$ cat config.mk
export PLATFORM = sky130hd
export DESIGN_NAME = multicycle_controller
export DESIGN_NICKNAME = d
export VERILOG_FILES = /design/src/rtl/multicycle_controller.sv
export SDC_FILE = /design/constraint.sdc
export NUM_CORES = 1
export LEC_CHECK = 0
export CAP_MARGIN = 15
export CORE_ASPECT_RATIO = 0.9
export CORE_MARGIN = 2
export CORE_UTILIZATION = 45
export DETAILED_ROUTE_END_ITERATION = 6
export GPL_TIMING_DRIVEN = 0
export PLACE_DENSITY_LB_ADDON = 0.1
export SLEW_MARGIN = 20
export SYNTH_ARGS = -nofsm -noshare
export SYNTH_HDL_FRONTEND = slang
export SYNTH_SLANG_ARGS = --single-unit
export TNS_END_PERCENT = 20
$ cat constraint.sdc
create_clock -name clk -period 6.3 [get_ports clk]
set_input_delay 0.63 -clock clk [delete_from_list [all_inputs] [get_ports clk]]
set_output_delay 0.63 -clock clk [all_outputs]
set_load 0.1 [all_outputs]
$ cat src/rtl/multicycle_controller.sv
// Multicycle RV32I control FSM: FETCH/DECODE/EXEC/MEM/WB with one shared ALU and memory port; retire 3-5 cycles per instruction.
// Memory backpressure: MemReq holds until mem_ready, and a stalled request traps after TIMEOUT_CYCLES wait cycles.
module multicycle_controller #(
  parameter int unsigned TIMEOUT_CYCLES = 16,
  parameter bit          STRICT_DECODE  = 1'b1
) (
  input  logic        clk,
  input  logic        reset,
  input  logic [31:0] Instr,
  input  logic        BranchTaken,
  input  logic        mem_ready,
  output logic        IRWrite,
  output logic        PCWrite,
  output logic        RegWrite,
  output logic        AdrSrc,
  output logic        MemReq,
  output logic [1:0]  MemWrite,
  output logic [1:0]  ResultSrc,
  output logic        LoadUnsigned,
  output logic [1:0]  ALUSrcA,
  output logic [1:0]  ALUSrcB,
  output logic [3:0]  ALUControl,
  output logic [2:0]  ImmSrc,
  output logic [1:0]  PCSrc,
  output logic        instr_retired,
  output logic        illegal_instr,
  output logic        mem_fault,
  output logic [3:0]  state_o
);

  typedef enum logic [3:0] {
    S_IDLE      = 4'd0,
    S_FETCH     = 4'd1,
    S_DECODE    = 4'd2,
    S_EXEC_R    = 4'd3,
    S_EXEC_I    = 4'd4,
    S_MEM_ADDR  = 4'd5,
    S_MEM_READ  = 4'd6,
    S_MEM_WRITE = 4'd7,
    S_MEM_WB    = 4'd8,
    S_ALU_WB    = 4'd9,
    S_BRANCH    = 4'd10,
    S_JUMP      = 4'd11,
    S_UPPER     = 4'd12,
    S_TRAP      = 4'd13
  } state_t;

  localparam logic [6:0] OP_R      = 7'b0110011;
  localparam logic [6:0] OP_I      = 7'b0010011;
  localparam logic [6:0] OP_LOAD   = 7'b0000011;
  localparam logic [6:0] OP_STORE  = 7'b0100011;
  localparam logic [6:0] OP_BRANCH = 7'b1100011;
  localparam logic [6:0] OP_JAL    = 7'b1101111;
  localparam logic [6:0] OP_JALR   = 7'b1100111;
  localparam logic [6:0] OP_LUI    = 7'b0110111;
  localparam logic [6:0] OP_AUIPC  = 7'b0010111;

  localparam logic [3:0] ALU_ADD  = 4'b0000;
  localparam logic [3:0] ALU_SUB  = 4'b0001;
  localparam logic [3:0] ALU_SLT  = 4'b0010;
  localparam logic [3:0] ALU_SLTU = 4'b0011;
  localparam logic [3:0] ALU_XOR  = 4'b0100;
  localparam logic [3:0] ALU_OR   = 4'b0101;
  localparam logic [3:0] ALU_AND  = 4'b0110;
  localparam logic [3:0] ALU_SLL  = 4'b0111;
  localparam logic [3:0] ALU_SRL  = 4'b1000;
  localparam logic [3:0] ALU_SRA  = 4'b1001;

  localparam logic [7:0] WAIT_LIMIT = 8'(TIMEOUT_CYCLES - 1);

  state_t     state, next;
  logic [7:0] wait_cnt;
  logic       illegal, timeout, set_illegal, set_fault;
  logic       unused_fields;

  logic [6:0] opcode;
  logic [2:0] funct3;
  logic [6:0] funct7;

  assign opcode        = Instr[6:0];
  assign funct3        = Instr[14:12];
  assign funct7        = Instr[31:25];
  assign unused_fields = ^{Instr[24:15], Instr[11:7]};
  assign state_o       = state;

  // Last permitted wait cycle without mem_ready; a same-cycle ready still completes.
  assign timeout = MemReq && !mem_ready && (wait_cnt == WAIT_LIMIT);

  function automatic logic [3:0] alu_decode(input logic [2:0] f3, input logic b30, input logic is_r);
    case (f3)
      3'b000:  alu_decode = (is_r && b30) ? ALU_SUB : ALU_ADD;
      3'b001:  alu_decode = ALU_SLL;
      3'b010:  alu_decode = ALU_SLT;
      3'b011:  alu_decode = ALU_SLTU;
      3'b100:  alu_decode = ALU_XOR;
      3'b101:  alu_decode = b30 ? ALU_SRA : ALU_SRL;
      3'b110:  alu_decode = ALU_OR;
      default: alu_decode = ALU_AND;
    endcase
  endfunction

  // Byte/half/word share one 2-bit size code for both load select and store strobe.
  function automatic logic [1:0] size_code(input logic [2:0] f3);
    case (f3[1:0])
      2'b00:   size_code = 2'b11;
      2'b01:   size_code = 2'b10;
      default: size_code = 2'b01;
    endcase
  endfunction

  always_comb begin
    illegal = 1'b0;
    case (opcode)
      OP_R:      illegal = !((funct7 == 7'b0000000) ||
                             ((funct7 == 7'b0100000) && ((funct3 == 3'b000) || (funct3 == 3'b101))));
      OP_I:      illegal = (funct3 == 3'b001) && (funct7 != 7'b0000000);
      OP_LOAD:   illegal = (funct3 == 3'b011) || (funct3[2:1] == 2'b11);
      OP_STORE:  illegal = (funct3 > 3'b010);
      OP_BRANCH: illegal = (funct3[2:1] == 2'b01);
      OP_JALR:   illegal = (funct3 != 3'b000);
      OP_JAL, OP_LUI, OP_AUIPC: illegal = 1'b0;
      default:   illegal = 1'b1;
    endcase
  end

  always_comb begin
    next          = state;
    IRWrite       = 1'b0;
    PCWrite       = 1'b0;
    RegWrite      = 1'b0;
    AdrSrc        = 1'b0;
    MemReq        = 1'b0;
    MemWrite      = 2'b00;
    ResultSrc     = 2'b00;
    LoadUnsigned  = 1'b0;
    ALUSrcA       = 2'b00;
    ALUSrcB       = 2'b00;
    ALUControl    = ALU_ADD;
    ImmSrc        = (state == S_IDLE) ? 3'b000 : 3'b111;
    PCSrc         = 2'b00;
    instr_retired = 1'b0;
    set_illegal   = 1'b0;
    set_fault     = 1'b0;

    case (state)
      S_IDLE: next = S_FETCH;

      S_FETCH: begin
        MemReq  = 1'b1;
        IRWrite = mem_ready;
        if (mem_ready)    next = S_DECODE;
        else if (timeout) begin next = S_TRAP; set_fault = 1'b1; end
      end

      S_DECODE: begin
        if (illegal) begin
          if (STRICT_DECODE) begin
            next        = S_TRAP;
            set_illegal = 1'b1;
          end else begin
            PCWrite       = 1'b1;
            instr_retired = 1'b1;
            next          = S_FETCH;
          end
        end else begin
          case (opcode)
            OP_R:               next = S_EXEC_R;
            OP_I:               next = S_EXEC_I;
            OP_LOAD, OP_STORE:  next = S_MEM_ADDR;
            OP_BRANCH:          next = S_BRANCH;
            OP_JAL, OP_JALR:    next = S_JUMP;
            default:            next = S_UPPER;
          endcase
        end
      end

      S_EXEC_R: begin
        ALUControl = alu_decode(funct3, Instr[30], 1'b1);
        next       = S_ALU_WB;
      end

      S_EXEC_I: begin
        ALUSrcB    = 2'b01;
        ImmSrc     = 3'b000;
        ALUControl = alu_decode(funct3, Instr[30], 1'b0);
        next       = S_ALU_WB;
      end

      S_ALU_WB: begin
        RegWrite      = 1'b1;
        PCWrite       = 1'b1;
        instr_retired = 1'b1;
        next          = S_FETCH;
      end

      S_MEM_ADDR: begin
        ALUSrcB = 2'b01;
        ImmSrc  = (opcode == OP_STORE) ? 3'b001 : 3'b000;
        next    = (opcode == OP_STORE) ? S_MEM_WRITE : S_MEM_READ;
      end

      // Keep the address operands selected so the address is stable while stalled.
      S_MEM_READ: begin
        MemReq  = 1'b1;
        AdrSrc  = 1'b1;
        ALUSrcB = 2'b01;
        ImmSrc  = 3'b000;
        if (mem_ready)    next = S_MEM_WB;
        else if (timeout) begin next = S_TRAP; set_fault = 1'b1; end
      end

      S_MEM_WB: begin
        RegWrite      = 1'b1;
        ResultSrc     = size_code(funct3);
        LoadUnsigned  = funct3[2];
        PCWrite       = 1'b1;
        instr_retired = 1'b1;
        next          = S_FETCH;
      end

      S_MEM_WRITE: begin
        MemReq   = 1'b1;
        AdrSrc   = 1'b1;
        ALUSrcB  = 2'b01;
        ImmSrc   = 3'b001;
        MemWrite = size_code(funct3);
        if (mem_ready) begin
          PCWrite       = 1'b1;
          instr_retired = 1'b1;
          next          = S_FETCH;
        end else if (timeout) begin
          next      = S_TRAP;
          set_fault = 1'b1;
        end
      end

      S_BRANCH: begin
        ALUControl    = ALU_SUB;
        ImmSrc        = 3'b010;
        PCWrite       = 1'b1;
        PCSrc         = BranchTaken ? 2'b01 : 2'b00;
        instr_retired = 1'b1;
        next          = S_FETCH;
      end

      S_JUMP: begin
        ALUSrcA       = 2'b01;
        ALUSrcB       = 2'b10;
        RegWrite      = 1'b1;
        PCWrite       = 1'b1;
        ImmSrc        = (opcode == OP_JALR) ? 3'b000 : 3'b100;
        PCSrc         = (opcode == OP_JALR) ? 2'b10 : 2'b01;
        instr_retired = 1'b1;
        next          = S_FETCH;
      end

      S_UPPER: begin
        ALUSrcA       = (opcode == OP_LUI) ? 2'b10 : 2'b01;
        ALUSrcB       = 2'b01;
        ImmSrc        = 3'b011;
        RegWrite      = 1'b1;
        PCWrite       = 1'b1;
        instr_retired = 1'b1;
        next          = S_FETCH;
      end

      S_TRAP: next = S_TRAP;

      default: next = S_IDLE;
    endcase
  end

  always_ff @(posedge clk) begin
    if (reset) begin
      state         <= S_IDLE;
      wait_cnt      <= '0;
      illegal_instr <= 1'b0;
      mem_fault     <= 1'b0;
    end else begin
      state <= next;
      if (next != state)
        wait_cnt <= '0;
      else if (MemReq && !mem_ready)
        wait_cnt <= wait_cnt + 8'd1;
      if (set_illegal) illegal_instr <= 1'b1;
      if (set_fault)   mem_fault     <= 1'b1;
    end
  end

endmodule

==> results.cfg, run 1 <==
[outcome]
status = complete, no violations

[timing]
slew_violations = 0
slew_headroom_pct = 34.59
finalHoldViolations = 0
setup_viol = 0
tightest_slew_ns = 0.9781
timing.final.crit_share_pct = 65.92
rsz0062_at_grt = no
fmax_mhz = 240.8
fin_crit_ns = 4.153
finClkSkew_ns = 0.002602
fin_setup_tns_ns = 0

[worst_hold_path]
hold_start = illegal_instr
whs_path_depth = 2
whs_endpoint = illegal_instr
hold_class = reg -> reg

[cells_and_area]
fin_nets = 304
n_antenna_cell = 0
final_common_cell = clkdlybuf4s50_1
fillCellCount = 286
mostFrequentLayoutCells = clkdlybuf4s50_1 (48), nor2_1 (28), nand2_1 (21)
layout-drive-gt1-share_pct = 7.143
area_delta_synth_final_pct = 38.62

[yosys]
postSynth.asyncResetShare_pct = 0
synth_edf_count = 0
synth_fp_nets = 251
yosys_warnings = 0
ys_ff_latch = 14
synth_seq_area_share_pct = 19.02
netlist_instances = 214
synth_area_mm2 = 0.001474
synth_cell_type_count = 51
synth_ff_type = dfxtp_1
synth.avg_cell_area_um2 = 6.887

[cts]
clockBufferDepth = 2
root_buffer = clkbuf_4
cts_made_buffers = 3
holdBufCountCts = 0
cts_setup_buffers = 0
cts_resized = 0
cts_tree = done
clk_latency_ns = 0.28
htreeDepth = 1
clkTransAtPathRegs_ns = 0.08
clkSinkCount = 14

[worst_setup_path]
reg2regPathDepth = 7
crit_required_ns = 5.67
path_max_fanout = 8
worstReg2RegStart = state_o[2]
worst-setup-path-type = in -> out
r2r_slack_ns = 3.74
cp.arrival_ns = 3.52
cp-end-kind = output pin
crit_path_start_kind = primary input
r2r-end = wait_cnt[0]

[power]
finalPower_mw = 0.4018
power.density_mw_per_mm2 = 196.7
leakagePower_nw = 0.6890
ir_drop_mv = 0.1383

[route]
routed_wl_um = 4140
wl_per_cell_um = 13.44
routed-via-count = 1739
drc = 0
drtPass1Iterations = 4
drtIter0Drc = 147
post_drt_via_cell_ratio = 5.646
ant_nets = 0

[die]
io_pins = 66
die_area_mm2 = 0.003750
dieWidth_um = 64.33
core_mm2 = 0.003090
chipHeight_um = 58.30
rows = 19
start_util_pct = 47.69

[global_route]
grt.total_usage_pct = 22.09
grt_pass1_vias = 1427
antenna_found_initial = 0
grt_pass1_wl_um = 6679
grt_remaining_overflow = 0
grt_max_degree = 11

[job]
drv_cap = 0

[place]
hpwl_um = 3222
place_congestion = 0.9314
port_buffers = 48
[cell type report]
| cell class | instances | area (um2) | area share [%] |
|---|---|---|---|
| multi-input combinational | 179 | 1111 | 54.38 |
| timing repair buffer | 48 | 480.5 | 23.52 |
| sequential | 14 | 280.3 | 13.72 |
| buffer | 13 | 52.55 | 2.572 |
| tap | 42 | 52.55 | 2.572 |
| clock buffer | 4 | 36.28 | 1.776 |
| inverter | 8 | 30.03 | 1.470 |
[through the flow]
step	utilization [%]	cells	hold slack, ns	instance area (um2)	setup slack [ns]
6_report	66.11	308	0.4876	2043	2.147
5_1_grt	66.11	308	0.5187	2043	1.974
4_1_cts	66.11	308	0.5014	2043	2.157
3_5_place_dp	64.94	304	0.4770	2007	2.159
3_3_place_gp	64.94	304	0.4611	2007	2.160
2_1_floorplan	-	214	0.5130	1474	1.117
[worst max-delay path, stage by stage]
cell and delay (ns):
clkdlybuf4s50_1 0.53, or3_1 0.42, or2_1 0.32, o21ai_1 0.17
a21oi_1 0.08, a21oi_1 0.13, o21a_1 0.12, clkdlybuf4s50_1 1.12
[registers in the layout, summed over array words and instances (netlist names)]
register / cells
wait_cnt: 8
state_o: 4
illegal_instr: 1
mem_fault: 1
[cells in the mapped netlist (all sizes together) (4+ instances only)]
master	count	share of area, %
a21oi	17	5.8
and3	4	1.7
clkbuf	11	2.8
dfxtp	14	19
inv	8	2.0
nand2	21	5.3
nand2b	6	2.5
nand3	11	3.7
nor2	28	7.1
nor2b	6	2.5
nor3	12	6.8
o21a	5	2.5
o21ai	12	4.1
xnor2	6	3.6
xor2	4	2.4
[how the worst max path moves through the flow]
stage	from	endpoint	slack, ns	cells past startpoint
after floorplan	state_o[1]	ALUControl[0]	1.12	3
after global placement	Instr[2]	ImmSrc[0]	2.16	8
after detailed placement	Instr[2]	ImmSrc[0]	2.16	8
after CTS	Instr[2]	ImmSrc[0]	2.16	8
after global routing	Instr[2]	ImmSrc[0]	1.97	8
final	Instr[2]	ImmSrc[0]	2.15	8
[power breakdown]
part | internal, mW | switching (mW) | leakage [nW]
registers | 0.0916 | 0.00271 | 0.113
clock network | 0.0352 | 0.0279 | 0.0210
logic | 0.0661 | 0.178 | 0.555
total | 0.193 | 0.209 | 0.689
[routing by layer]
metal / global-route usage (%) / vias up / part of all wire (%)
met1: 34.64 / 774 / 49
met4: 3.343 / 0 / 0
met5: 0 / - / 0
met2: 32.29 / 78 / 43
li1: - / 887 / -
met3: 3.633 / 0 / 7.9
[kinds of logic after synthesis]
| group | Yosys count | synth area share, % |
|---|---|---|
| buffers and inverters | 21 | 5.603 |
| DFF | 14 | 19.02 |
| and+or+nand+nor | 106 | 38.54 |
| muxes | 1 | 0.6791 |
| xor gates and xnor gates | 10 | 5.942 |
| AOI/OAI and AO/OA | 61 | 29.37 |
| adders and majority gates | 1 | 0.8488 |
Power figures use the tool's default switching activity.
==> run 2, diff against run 1 <==
--- a/config.mk
+++ b/config.mk
@@ -8,7 +8,7 @@
 export CAP_MARGIN = 15
 export CORE_ASPECT_RATIO = 0.9
 export CORE_MARGIN = 2
-export CORE_UTILIZATION = 45
+export CORE_UTILIZATION = 42
 export DETAILED_ROUTE_END_ITERATION = 6
 export GPL_TIMING_DRIVEN = 0
 export PLACE_DENSITY_LB_ADDON = 0.1
==> constraint.sdc (replaced) <==
create_clock -name clk -period 3.95 [get_ports clk]
set_input_delay 0.395 -clock clk [delete_from_list [all_inputs] [get_ports clk]]
set_output_delay 0.395 -clock clk [all_outputs]
set_load 0.1 [all_outputs]
==> run 2 against run 1 <==
Via count shrank 0.69%; global-route usage shrank 0.40 points; sequential share of layout area shrank 0.19 points; design area grew 1.4%; clock-buffer cell count is the same; combinational power grew 61%; non-clock buffer count is the same; first-iteration DRC count grew 37%; die area grew 6.7%; clock power grew 120%; routed wire length grew 1.5%; highest routed layer is now met4.
==> results.cfg, run 2 (synthesis results as in run 1) <==
[place]
hpwl_um = 3252
port_buffers = 48
dp.cells = 306
place_congestion = 0.9161

[cts]
cts_setup_buffers = 0
htreeDepth = 1
clkTransAtPathRegs_ns = 0.06
holdBufCountCts = 0
clkSinkCount = 14
cts_resized = 0
root_buffer = clkbuf_8
clockBufferDepth = 2
cts_tree = done
cts_made_buffers = 3
clk_latency_ns = 0.25

[worst_setup_path]
path_depth = 7
critical-path-top-delay-family = buffers and inverters
cp-endpoint = instr_retired
critical_path.startpoint = state_o[2]
crit_chain = clkbuf_1 > clkbuf_1 > buf_1 > a41oi_1 > a31oi_1 > buf_4 > clkdlybuf4s50_1
worstReg2RegStart = state_o[2]
r2r_slack_ns = 1.43
cp.arrival_ns = 3.30
reg2regPathDepth = 7
cpPeakStageDelay_ns = 1.11
path_buf_inv = 5
critical_path.slowest_cell = clkdlybuf4s50_1
cp-end-kind = output pin
r2r-end = wait_cnt[7]
crit_required_ns = 3.56
worst-setup-path-type = reg -> out
path_max_fanout = 10
path_common_cell = clkbuf_1
crit_path_start_kind = flip-flop

[route]
wl_met3_um = 196
routed_wl_um = 4201
wl_per_cell_um = 13.55
wl_met2_um = 1976
drtIter0Drc = 202
m1WireLength_um = 2011
drc = 0
ant_nets = 0
routed-via-count = 1727
dr.max_layer_used = met4
drtPass1Iterations = 4
post_drt_via_cell_ratio = 5.571

[cells_and_area]
fin_nets = 304
n_antenna_cell = 0
ff_latch_area_um2 = 280.3
largest_register_ffs = 8
final_common_cell = clkdlybuf4s50_1
multiInputGateArea_mm2 = 0.001119
fillCellCount = 319
layout-drive-gt1-share_pct = 7.519
stdcell_count = 310
top_register = wait_cnt
mostFrequentLayoutCells = clkdlybuf4s50_1 (48), nor2_1 (28), nand2_1 (21)
area_delta_synth_final_pct = 40.58

[timing]
setup_viol = 0
fin_hold_ws_ns = 0.4693
tightest_slew_ns = 0.9686
fin_crit_ns = 3.700
finClkSkew_ns = 0.006184
fmax_mhz = 270.3
slew_headroom_pct = 35.23
finalHoldViolations = 0
rsz0062_at_grt = no
slew_violations = 0
timing.final.crit_share_pct = 93.67

[die]
rows = 20
start_util_pct = 43.63
io_pins = 66
core_mm2 = 0.003378
dieWidth_um = 66.45
chipHeight_um = 60.20
die_area_mm2 = 0.004000

[power]
ir_drop_mv = 0.2696
leakagePower_nw = 0.7026
power.density_mw_per_mm2 = 327.5

[global_route]
grt_max_degree = 11
grt_pass1_wl_um = 6886
grt_remaining_overflow = 0
grt.total_usage_pct = 21.69
grt_pass1_vias = 1495
antenna_found_initial = 0

[outcome]
status = complete, no violations

[worst_hold_path]
hold_class = reg -> reg

[job]
drv_cap = 0
[run 2: cell types whose count changed in the layout (fill, tap and decap cells not counted)]
cell	previous run	this run
o41ai_1	1	0
o41ai_2	0	1
clkbuf_4	3	0
clkbuf_8	1	4
[run 2: power by group]
part,leakage (nW),internal [mW],total [mW],switching [mW]
Sequential,0.113,0.146,0.150,0.00337
Clock,0.0288,0.0882,0.136,0.0482
Combinational,0.560,0.106,0.392,0.287
[run 2: routing by layer]
metal  up-vias  GRT usage, %
li1        887             -
met1       784         30.19
met2        52         36.29
met3         4         3.013
met4         0         3.499
met5         -             0
[run 2: layout make-up]
| class | instances | area share [%] |
|---|---|---|
| multi-input cells | 179 | 53.99 |
| repair buffers | 48 | 23.19 |
| flip-flops and latches | 14 | 13.53 |
| clock buffers | 4 | 2.657 |
| well taps | 44 | 2.657 |
| plain buffers | 13 | 2.536 |
| inverters | 8 | 1.449 |
[run 2: worst min-delay path, cell delays in order, from the launching register on]
cell     delay, ns
dfxtp_1       0.32
a21oi_1       0.04
nor2_1        0.07
[run 2: worst min-delay path by stage]
stage / from / end / cells after the start
after floorplan: reset / illegal_instr / 1
after global placement: mem_fault / mem_fault / 2
after detailed placement: mem_fault / mem_fault / 2
after CTS: mem_fault / mem_fault / 2
after global routing: mem_fault / mem_fault / 2
final: mem_fault / mem_fault / 2
[run 2: per-stage QoR]
| stage | total power, mW | TNS (ns) | setup slack [ns] | util (%) | cell area, um2 |
|---|---|---|---|---|---|
| 3_5_place_dp | 0.5426 | 0 | 0.3011 | 59.70 | 2017 |
| 6_report | 0.6785 | 0 | 0.2502 | 61.33 | 2072 |
| 3_3_place_gp | 0.5425 | 0 | 0.2962 | 59.70 | 2017 |
| 5_1_grt | 0.7119 | 0 | 0.09565 | 61.33 | 2072 |
| 4_1_cts | 0.6806 | 0 | 0.2718 | 61.33 | 2072 |
| 2_1_floorplan | 0.4474 | -1.060 | -0.5397 | - | 1481 |
==> run 3, diff against run 2 <==
--- a/config.mk
+++ b/config.mk
@@ -12,6 +12,7 @@
 export DETAILED_ROUTE_END_ITERATION = 6
 export GPL_TIMING_DRIVEN = 0
 export PLACE_DENSITY_LB_ADDON = 0.1
+export REMOVE_ABC_BUFFERS = 1
 export SLEW_MARGIN = 20
 export SYNTH_ARGS = -nofsm -noshare
 export SYNTH_HDL_FRONTEND = slang
==> constraint.sdc (replaced) <==
create_clock -name clk -period 3.7 [get_ports clk]
set_input_delay 0.37 -clock clk [delete_from_list [all_inputs] [get_ports clk]]
set_output_delay 0.37 -clock clk [all_outputs]
set_load 0.1 [all_outputs]
==> run 3 against run 2 <==
Non-clock buffer count down 11; clock-buffer cell count unchanged; routed wire length up 2.3%; design area down 1.3%; critical endpoint is now ALUControl[1]; largest cell class unchanged.
==> results.cfg, run 3 (synthesis results as in run 1) <==
[power]
p_sw_mw = 0.3608
combPwrFrac_pct = 53.7
switching_share_pct = 50.23
intPower_mw = 0.3576
power_frac_clock_pct = 20.8
power_frac_seq_pct = 25.5
finalPower_mw = 0.7184
ir_drop_mv = 0.2537
leakagePower_nw = 0.7719
power.density_mw_per_mm2 = 351.4

[worst_setup_path]
cpPeakStageDelay_ns = 1.14
critical_path.slowest_cell = clkdlybuf4s50_1
path_common_cell = nand2_1
crit_chain = inv_1 > or3_1 > nand2_1 > nand2_1 > a21oi_1 > clkdlybuf4s50_1
worst-setup-path-type = reg -> out
cp.arrival_ns = 3.14
path_buf_inv = 2
reg2regPathDepth = 6
r2r-end = wait_cnt[6]
path_max_fanout = 23
crit_required_ns = 3.33
cp-end-kind = output pin
crit_path_start_kind = flip-flop
worstReg2RegStart = state_o[1]
r2r_slack_ns = 0.99
critical-path-top-delay-family = buffers and inverters

[route]
ant_nets = 0
routed-via-count = 1685
wl_per_cell_um = 14.38
drtIter0Drc = 117
post_drt_via_cell_ratio = 5.635
drc = 0
routed_wl_um = 4299
drtPass1Iterations = 5

[die]
core_mm2 = 0.003378
start_util_pct = 43.63
chipHeight_um = 60.20
io_pins = 66
dieWidth_um = 66.45
die_area_mm2 = 0.004000
rows = 20

[timing]
rsz0062_at_grt = no
fmax_mhz = 284.9
finClkSkew_ns = 0.002034
finalHoldViolations = 0
fin_crit_ns = 3.510
slew_violations = 0
slew_headroom_pct = 34.38
setup_viol = 0
tightest_slew_ns = 0.9812
timing.final.crit_share_pct = 94.88

[global_route]
antenna_found_initial = 0
grt.total_usage_pct = 22.40
grt_max_degree = 30
grt_pass1_vias = 1458
grt_remaining_overflow = 0
grt_pass1_wl_um = 7065

[job]
drv_cap = 0

[cts]
clkSinkCount = 14
cts_tree = done
htreeDepth = 1
clkTransAtPathRegs_ns = 0.06
clk_latency_ns = 0.25
cts_made_buffers = 3
root_buffer = clkbuf_8
clockBufferDepth = 2

[cells_and_area]
fin_nets = 293
top_register = wait_cnt
fillCellCount = 346
layout-drive-gt1-share_pct = 7.451
mostFrequentLayoutCells = clkdlybuf4s50_1 (44), nor2_1 (28), nand2_1 (21)
n_antenna_cell = 0
area_delta_synth_final_pct = 38.71
final_common_cell = clkdlybuf4s50_1
fin_area_mm2 = 0.002044
largest_register_ffs = 8

[worst_hold_path]
hold_class = reg -> reg
whs_endpoint = illegal_instr
hold_start = illegal_instr
whs_path_depth = 2

[place]
hpwl_um = 3139
port_buffers = 50
placed_cell_area_mm2 = 0.001977
place_congestion = 0.8206

[outcome]
status = complete, no violations
==> run 3: cell types whose count changed in the layout (fill, tap and decap cells not counted), sizes merged <==
| cell | change |
|---|---|
| buf | -2 |
| clkdlybuf4s50 | -4 |
| clkbuf | -11 |
| dlymetal6s2s | +5 |
| dlygate4sd2 | +1 |
==> run 3: metrics by stage <==
step	setup slack, ns	std cells	hold slack [ns]	setup TNS, ns	utilization [%]
6_report	0.1896	299	0.4904	0	60.52
5_1_grt	0.005367	299	0.5270	0	60.52
4_1_cts	0.07354	299	0.5001	0	60.11
3_5_place_dp	0.01483	295	0.4695	0	58.52
3_3_place_gp	0.002925	295	0.4659	0	58.52
2_1_floorplan	-1.327	201	0.4424	-5.425	-
==> run 3: power groups by stage <==
stage               logic [mW]  registers, mW  clock network, mW
floorplan                0.254          0.213                  0
global placement         0.386          0.186                  0
detailed placement       0.388          0.185                  0
CTS                      0.387          0.182              0.151
global route             0.408          0.187              0.155
finish                   0.386          0.183              0.149
==> run 3: cell type report <==
cell class / count / area (um2) / area share, %
Multi-Input combinational cell: 179 / 1111 / 54.35
Timing Repair Buffer: 50 / 511.7 / 25.03
Sequential cell: 14 / 281.5 / 13.77
Clock buffer: 4 / 55.05 / 2.693
Tap cell: 44 / 55.05 / 2.693
Inverter: 8 / 30.03 / 1.469
==> run 3: per-layer routing <==
| metal | vias up | GRT usage [%] | wire length [um] |
|---|---|---|---|
| li1 | 862 | - | - |
| met1 | 778 | 34.92 | 2199 |
| met2 | 43 | 33.14 | 1879 |
| met3 | 2 | 3.955 | 206 |
| met4 | 0 | 1.458 | 13 |
| met5 | - | 0 | 0 |
==> run 3: what timing repair did <==
action,CTS,global route
resized for setup,1,6
hold buffers,0,0
endpoints found under the setup margin,1,5
setup buffers,0,0
==> run 3: tightest hold or removal path, stage by stage (launching register included) <==
cell	delay (ns)
dfxtp_1	0.34
a21oi_1	0.04
nor2_1	0.07
==> run 3: worst max-delay path by stage <==
stage | cells past startpoint | end | slack, ns | startpoint
4_1_cts | 5 | ALUControl[0] | 0.07 | state_o[0]
3_3_place_gp | 8 | ImmSrc[0] | 0.003 | Instr[2]
3_5_place_dp | 8 | ImmSrc[0] | 0.01 | Instr[2]
2_1_floorplan | 2 | ALUControl[0] | -1.33 | state_o[1]
6_report | 6 | ALUControl[1] | 0.19 | state_o[0]
5_1_grt | 5 | ResultSrc[1] | 0.005 | state_o[3]
